File: src/rtl/iter_alu.sv
// Purpose: small ALU. Pass/mul/add/sub finish in one cycle; div/mod/rem run a restoring divider.
// Latency: 1 cycle for single-cycle ops and divide-by-zero, WIDTH+1 cycles for a real divide.
// Backpressure: none. start is taken only while idle, and a start seen while busy is dropped, not queued.
module iter_alu #(
  parameter int WIDTH = 16
) (
  input  logic             clk,
  input  logic             rst,
  input  logic             start,
  input  logic [2:0]       operation,
  input  logic [WIDTH-1:0] in_bus,
  input  logic [WIDTH-1:0] in_AC,
  output logic             busy,
  output logic             done,
  output logic [WIDTH-1:0] data_out,
  output logic             zero,
  output logic             div_zero
);

  localparam int CW = $clog2(WIDTH);
  localparam logic [CW-1:0] CNT_LAST = CW'(WIDTH - 1);
  localparam logic [CW-1:0] CNT_ONE  = CW'(1);

  localparam logic [2:0] OP_PASS0 = 3'd0;
  localparam logic [2:0] OP_MUL   = 3'd1;
  localparam logic [2:0] OP_ADD   = 3'd2;
  localparam logic [2:0] OP_SUB   = 3'd3;
  localparam logic [2:0] OP_DIV   = 3'd4;
  localparam logic [2:0] OP_ISMOD = 3'd5;
  localparam logic [2:0] OP_REM   = 3'd6;

  typedef enum logic {
    IDLE = 1'b0,
    DIV  = 1'b1
  } state_t;

  state_t           state_q, state_d;
  logic [CW-1:0]    cnt_q, cnt_d;
  logic [WIDTH-1:0] rem_q, rem_d;     // partial remainder
  logic [WIDTH-1:0] quo_q, quo_d;     // holds the dividend, which is shifted out as quotient bits shift in
  logic [WIDTH-1:0] dvsr_q, dvsr_d;
  logic [2:0]       op_q, op_d;
  logic             done_q, done_d;
  logic [WIDTH-1:0] data_q, data_d;
  logic             zero_q, zero_d;
  logic             dz_q, dz_d;

  logic             is_div_op;
  logic             bus_is_zero;
  logic [WIDTH-1:0] imm_res;
  logic [WIDTH:0]   trial;
  logic [WIDTH:0]   diff;
  logic             fits;
  logic [WIDTH-1:0] rem_step;
  logic [WIDTH-1:0] quo_step;
  logic [WIDTH-1:0] div_res;

  assign is_div_op   = (operation == OP_DIV) || (operation == OP_ISMOD) || (operation == OP_REM);
  assign bus_is_zero = (in_bus == '0);

  // Result of every op that completes in the accepting cycle, including the divide-by-zero results
  always_comb begin
    imm_res = in_bus;
    case (operation)
      OP_PASS0: imm_res = in_bus;
      OP_MUL:   imm_res = in_AC * in_bus;
      OP_ADD:   imm_res = in_AC + in_bus;
      OP_SUB:   imm_res = in_AC - in_bus;
      OP_DIV:   imm_res = '1;
      OP_ISMOD: imm_res = {{(WIDTH-1){1'b0}}, 1'b1};
      OP_REM:   imm_res = in_AC;
      default:  imm_res = in_bus;
    endcase
  end

  // One restoring-division step: shift the next dividend bit into the remainder and subtract if it fits
  always_comb begin
    trial    = {rem_q, quo_q[WIDTH-1]};
    diff     = trial - {1'b0, dvsr_q};
    fits     = (trial >= {1'b0, dvsr_q});
    rem_step = fits ? diff[WIDTH-1:0] : trial[WIDTH-1:0];
    quo_step = {quo_q[WIDTH-2:0], fits};
  end

  // Select the divide result from the step that completes on the final iteration
  always_comb begin
    div_res = quo_step;
    case (op_q)
      OP_ISMOD: div_res = {{(WIDTH-1){1'b0}}, (rem_step != '0)};
      OP_REM:   div_res = rem_step;
      default:  div_res = quo_step;
    endcase
  end

  // Next-state logic: in IDLE, accept a request; in DIV, run one iteration per cycle
  always_comb begin
    state_d = state_q;
    cnt_d   = cnt_q;
    rem_d   = rem_q;
    quo_d   = quo_q;
    dvsr_d  = dvsr_q;
    op_d    = op_q;
    done_d  = 1'b0;
    data_d  = data_q;
    zero_d  = zero_q;
    dz_d    = dz_q;
    case (state_q)
      IDLE: begin
        if (start) begin
          if (is_div_op && !bus_is_zero) begin
            // Operands are captured here, so later input changes cannot affect the divide
            state_d = DIV;
            cnt_d   = '0;
            rem_d   = '0;
            quo_d   = in_AC;
            dvsr_d  = in_bus;
            op_d    = operation;
          end else begin
            done_d = 1'b1;
            data_d = imm_res;
            zero_d = (imm_res == '0);
            dz_d   = is_div_op;
          end
        end
      end
      DIV: begin
        rem_d = rem_step;
        quo_d = quo_step;
        cnt_d = cnt_q + CNT_ONE;
        if (cnt_q == CNT_LAST) begin
          state_d = IDLE;
          cnt_d   = '0;
          done_d  = 1'b1;
          data_d  = div_res;
          zero_d  = (div_res == '0);
          dz_d    = 1'b0;
        end
      end
      default: state_d = IDLE;
    endcase
  end

  // State and result registers; reset takes priority over a start seen on the same edge
  always_ff @(posedge clk) begin
    if (rst) begin
      state_q <= IDLE;
      cnt_q   <= '0;
      rem_q   <= '0;
      quo_q   <= '0;
      dvsr_q  <= '0;
      op_q    <= '0;
      done_q  <= 1'b0;
      data_q  <= '0;
      zero_q  <= 1'b1;
      dz_q    <= 1'b0;
    end else begin
      state_q <= state_d;
      cnt_q   <= cnt_d;
      rem_q   <= rem_d;
      quo_q   <= quo_d;
      dvsr_q  <= dvsr_d;
      op_q    <= op_d;
      done_q  <= done_d;
      data_q  <= data_d;
      zero_q  <= zero_d;
      dz_q    <= dz_d;
    end
  end

  assign busy     = (state_q == DIV);
  assign done     = done_q;
  assign data_out = data_q;
  assign zero     = zero_q;
  assign div_zero = dz_q;

endmodule

File: config.mk
export PLATFORM = sky130hd
export DESIGN_NAME = iter_alu
export DESIGN_NICKNAME = d
export VERILOG_FILES = /design/src/rtl/iter_alu.sv
export SDC_FILE = /design/constraint.sdc
export NUM_CORES = 1
export LEC_CHECK = 0
export ABC_AREA = 1
export BUFFER_PORTS_ARGS = -buffer_cell sky130_fd_sc_hd__buf_2
export CAP_MARGIN = 25
export CORE_MARGIN = 2
export CORE_UTILIZATION = 58
export CTS_BUF_LIST = sky130_fd_sc_hd__clkbuf_16
export CTS_CLUSTER_SIZE = 8
export DETAILED_ROUTE_END_ITERATION = 12
export GPL_ROUTABILITY_DRIVEN = 0
export HOLD_SLACK_MARGIN = 0.06
export PLACE_DENSITY_LB_ADDON = 0.08
export SYNTH_ARGS = -nofsm -noshare
export SYNTH_HDL_FRONTEND = slang
export SYNTH_SLANG_ARGS = --single-unit
File: constraint.sdc
create_clock -name clk -period 5.9 [get_ports clk]
set_input_delay 1.18 -clock clk [delete_from_list [all_inputs] [get_ports clk]]
set_output_delay 1.18 -clock clk [all_outputs]
set_load 0.005 [all_outputs]
# [Word level (Yosys, flattened, before mapping)]
# Index checks and enable logic that the tools add are counted.
[totals] out_inout_bits=20 ff_bits=75 inputBits=38 word_cells=74
[classes] mul=1 n_mux=33 eq_ne=13 magnitude_cmp=1 bitwise_logic=1 n_reduce_logical=11 addsub=4
[ops] cell="16-bit 2-to-1 mux" count=8
[ops] cell="16-bit one-hot mux with 2 select lines" count=4
[ops] cell="16-bit one-hot mux with 6 select lines" count=1
[ops] cell="16-bit zero test" count=3
[ops] cell="16-bit subtractor" count=2
[ops] cell="17-bit by 16-bit >= comparator with 1-bit output" count=1
[ops] cell="16-bit adder" count=1
[ops] cell="16-bit by 16-bit multiplier with 16-bit output" count=1
[ops] cell="16-bit nonzero test" count=1
[ops] cell="3-bit equality test (second input constant)" count=5
[ops] cell="1-bit 2-to-1 mux" count=12
[ops] cell="4-bit 2-to-1 mux" count=3
[ops] cell="1-bit one-hot mux with 2 select lines" count=4
[ops] cell="4-bit one-hot mux with 2 select lines" count=1
[ops] cell="3-bit by 2-bit equality test with 1-bit output (second input constant)" count=2
[ops] cell="2-bit != test (second input constant)" count=3
[ops] cell="3-bit AND reduction" count=2
[ops] cell="4-bit by 1-bit adder with 4-bit output (second input constant)" count=1
[ops] cell="4-bit equality test (second input constant)" count=1
[ops] cell="3-bit by 1-bit equality test with 1-bit output (second input constant)" count=1
[ops] cell="1-bit logical OR" count=2
[ops] cell="2-bit by 1-bit != test with 1-bit output (second input constant)" count=1
[ops] cell="2-bit AND reduction" count=1
[ops] cell="1-bit logical AND" count=1
[ops] cell="2 further kinds" count=2

# [Depth between registers and ports, before layout]
[depth] word_depth=7 mapped_depth=32 depth_no_buf=30

# [Least setup slack after synthesis]
# OpenSTA, ideal clock, no wires.
[synth_path] path_type="input port to flip-flop" start="input port in_bus[3]" end="register zero_q (netlist: zero)" n_path_buf=2 t_required_ps=5785 slack_ps=-447 stages=29 setup_ps=115 t_arrival_ps=6232 path_cell_list="buf_2 -> clkbuf_1 -> nand2_1 -> fa_1 -> fa_1 -> fa_1 -> fa_1 -> inv_1 -> fa_1 -> inv_1 -> fa_1 -> inv_1 -> ha_1 -> nand2_1 -> inv_1 -> a21oi_1 -> nand3_1 -> nand2_1 -> nand2_1 -> a21oi_1 -> inv_1 -> nand3_1 -> nand3_1 -> nand2_1 -> nor2_1 -> nand3_1 -> nand2_1 -> nand2_1 -> nand2_1"
[synth_via] elab_chain_cells=6
[synth_rtl] element="start, declared" line_no="11" source="input logic [WIDTH-1:0] in_bus,"
[synth_rtl] element="16-bit by 16-bit multiplier with 16-bit output (tied with other cells)" line_no="66" source="OP_MUL: imm_res = in_AC * in_bus;"
[synth_rtl] element="16-bit one-hot mux with 6 select lines" line_no="64" source="case (operation)"
[synth_rtl] element="16-bit zero test" line_no="121" source="zero_d = (imm_res == '0);"
[synth_rtl] element="1-bit 2-to-1 mux" line_no="110" source="if (is_div_op && !bus_is_zero) begin"
[synth_rtl] element="1-bit 2-to-1 mux" line_no="109" source="if (start) begin"
[synth_rtl] element="1-bit one-hot mux with 2 select lines" line_no="107" source="case (state_q)"
[synth_rtl] element="end signal, assigned" line_no="165" source="zero_q <= zero_d;"
[synth_rtl] element="end, declared" line_no="45" source="logic zero_q, zero_d;"
# Parallel ways exist; a longest one is shown, timed or not. The select of a mux whose other input is x is not followed.
# A chain may end at the register's enable or synchronous reset.

# [Final worst setup path]
[layout_path] start="input port in_AC[10]" end="register zero_q (netlist: zero)"
[layout_via] elab_chain_cells=6
[layout_rtl] element="start, declared" line_no="12" source="input logic [WIDTH-1:0] in_AC,"
[layout_rtl] element="16-bit by 16-bit multiplier with 16-bit output (tied with other cells)" line_no="66"
[layout_rtl] element="16-bit one-hot mux with 6 select lines *" line_no="64"
[layout_rtl] element="16-bit zero test *" line_no="121"
[layout_rtl] element="1-bit 2-to-1 mux *" line_no="110"
[layout_rtl] element="1-bit 2-to-1 mux *" line_no="109"
[layout_rtl] element="1-bit one-hot mux with 2 select lines *" line_no="107"
# Mark *: on every way between the ends. The rest lies on a longest branch, timed or not. The select of a mux whose other input is x is not followed.

==> impl_metrics.toml <==
[status]
status = "complete, but fails checks"
violations = "setup timing"

[timing]
rsz0062_at_grt = "true"
finClkSkew_ps = 9.47
fmax_ghz = 0.167
fin_crit_sh_pct = 102
worst_pin_slew_ps = 1050
finalSetupTns_ps = -185
maxSlewViolCount = 0
hold_viol_final = 0
relSlewSlack_pct = 30.0
setup_viol_count_final = 3
min_period_ps = 6000
timing.final.ws_setup_ps = -97.9

[logic_synthesis]
synth_top_family_by_area = "simple AND/OR/NAND/NOR gates"
synth-edff-count = 0
ys_ff_latch = 75
synth_cell_types = 48
ys_seq_area_share_pct = 14.1
synthFlopType = "dfxtp_1"
synth_commonest_cells = "nand2_1, inv_1, a21oi_1"
synth_fa_ha_area_share_pct = 25.2
synth_most_common_cell = "nand2_1"
syn_avg_cell_area_um2 = 6.19
yosysTopAreaCellShare_pct = 19.2
yosysTopAreaCell = "nand2_1"
synth-async-reset-ratio_pct = 0
syn_nets = 1921
synth_compound_area_share_pct = 12.3
yosys.area_share.simple_pct = 31.6
synth_xor_area_share_pct = 2.06
synthMuxAreaShare_pct = 0
synth_area_um2 = 10600
yosysWarnings = 0
netlist_instances = 1718
synthTopCellsByArea = "nand2_1, fa_1, dfxtp_1, inv_1, ha_1"

[floorplan]
io_pins = 58
die_h_um = 139
initial_core_util_pct = 59.2
rows = 49
die_w_um = 139
die_area_um2 = 19400
core_um2 = 18000

[cts]
clk_pin_slew_ps = 70
clk_path_buf_depth = 2
cts.htree.levels = 3
cts_buffers = 9
holdBufCountCts = 0
clkLatencyLatePin_ps = 340
cts_tree = "yes"
cts_root_buffer = "clkbuf_16"
clkSinkCount = 75

[finish]
fin_cells = 2033
utilization_pct = 68.0
nets = 2002
drive_above_1_share_pct = 13.9
synthToLayoutAreaGrowth_pct = 14.9
antenna_cells = 0

[pwr]
finalPower_w = 0.00480
ir_drop_uv = 414
p_leak_nw = 6.70
p_per_area_nw_per_um2 = 393

[global_routing]
gr-total-overflow = 0
grt_pass1_wl_um = 53900
grt_max_degree = 58
grt.total_usage_pct = 34.7
antenna_found_initial = 0
grt_pass1_vias = 10453

[critical_path]
timing_worst_setup_path_type = "input pin to register"
worstPathMaxFanout = 4
worstSetupEndpointType = "register"
cp.required_ps = 6190
cp.arrival_ps = 6290
start_kind = "input pin"

[routing]
ant_nets = 0
drc = 0
drt-initial-drc-count = 1068
num_vias = 11221
dr.pass1.iters = 5
wl_per_cell_um = 16.5
routed_wl_um = 33500
viasPerCell = 5.52

[hold_path]
hold_class = "register to register"

[placed_design]
dp_hpwl_um = 27000
io_buffers = 57
dp_cells = 2014

[run]
maxCapViolations = 0
## layout by cell type, fill, tap and decap left out, drive strengths merged, types with 2 or more instances in the layout
cell type  count
nand2        553
inv          331
buf          138
a21oi        127
nand3        105
nor2         103
ha            83
fa            82
o21ai         77
dfxtp         75
xor2          19
nand3b        17
a31oi         17
clkbuf        11
nor3          11
nand4         10
xnor2          6
clkinv         6
or2            5
a211oi         3
o211ai         3
o22ai          3
o21a           2
a21o           2
o2111ai        2
and2           2
o31ai          2
## state kept, by name (all words and copies together) (netlist names), 3 cells and up
name / flops
quo_q: 16
rem_q: 16
op_q: 3
dvsr_q: 16
cnt_q: 4
data_out: 16
## cell families after synthesis
kind of cell | count (synthesis)
buf+inv | 402
flops | 75
simple gates | 809
fa+ha+maj | 165
xor+xnor | 25
compound gates | 242
## critical path: stages
cell and delay [ps]:
buf_2 160, nand2_1 90, fa_1 510, fa_1 550, inv_2 40, fa_1 470
fa_1 520, fa_1 550, inv_2 50, fa_1 550, inv_2 50, ha_4 280
inv_4 40, nor3_4 200, o21ai_1 130, nand3_2 110, a21oi_2 50, o21ai_1 140
nand3_1 110, o21ai_1 100, inv_1 70, nor2_1 100, nand3_1 80, nand2_1 70
nand2_1 50, nand2_1 50
## where the power goes
part	switching [W]	total, W	leakage (nW)	internal (W)
clock	0.000226	0.000552	0.141	0.000326
combinational	0.00221	0.00368	5.95	0.00147
sequential	0.0000272	0.000574	0.612	0.000546
total	0.00246	0.00480	6.70	0.00234
## final timing paths
| kind | endpoint | slack, ps | from | cells after the start |
|---|---|---|---|---|
| setup / recovery | zero$_SDFFE_PP1P_ | -100 | in_AC[10] | 26 |
| hold / removal | dvsr_q[2]$_SDFFE_PP0P_ | 460 | dvsr_q[2]$_SDFFE_PP0P_ | 2 |
| setup reg to reg | zero$_SDFFE_PP1P_ | 2770 | dvsr_q[6]$_SDFFE_PP0P_ | 20 |
| hold reg to reg | dvsr_q[2]$_SDFFE_PP0P_ | 460 | dvsr_q[2]$_SDFFE_PP0P_ | 2 |
## stage by stage
step	hold WS, ps	worst slack, ps	cell area, um^2
final	461	-97.9	12200
after global routing	485	-307	12200
after CTS	463	-43.7	12000
after detailed placement	453	-452	11600
after global placement	451	-412	11600
after floorplan	433	-13.6	10900
## cell type report
class                   instances  area (um^2)
repair buffers                140         1000
clock buffers                   9          225
clock inverters                 7         67.6
flip-flops and latches         75         1500
inverters                     332         1250
multi-input cells            1241         7880
well taps                     229          287
fillers                      1632         5750
## routing by layer
metal	routed length, um	global-route usage [%]	up-vias
met5	0	0	-
met4	865	8.45	0
met3	3440	5.64	75
met2	15100	56.0	492
met1	14100	49.0	5187
li1	-	-	5467
## what timing repair did
action,in CTS,in global routing
resized for setup,18,80
buffers inserted,0,3
pin swaps,5,39
endpoints found under the setup margin,7,9
No activity file was read; power rests on OpenSTA's default activity.
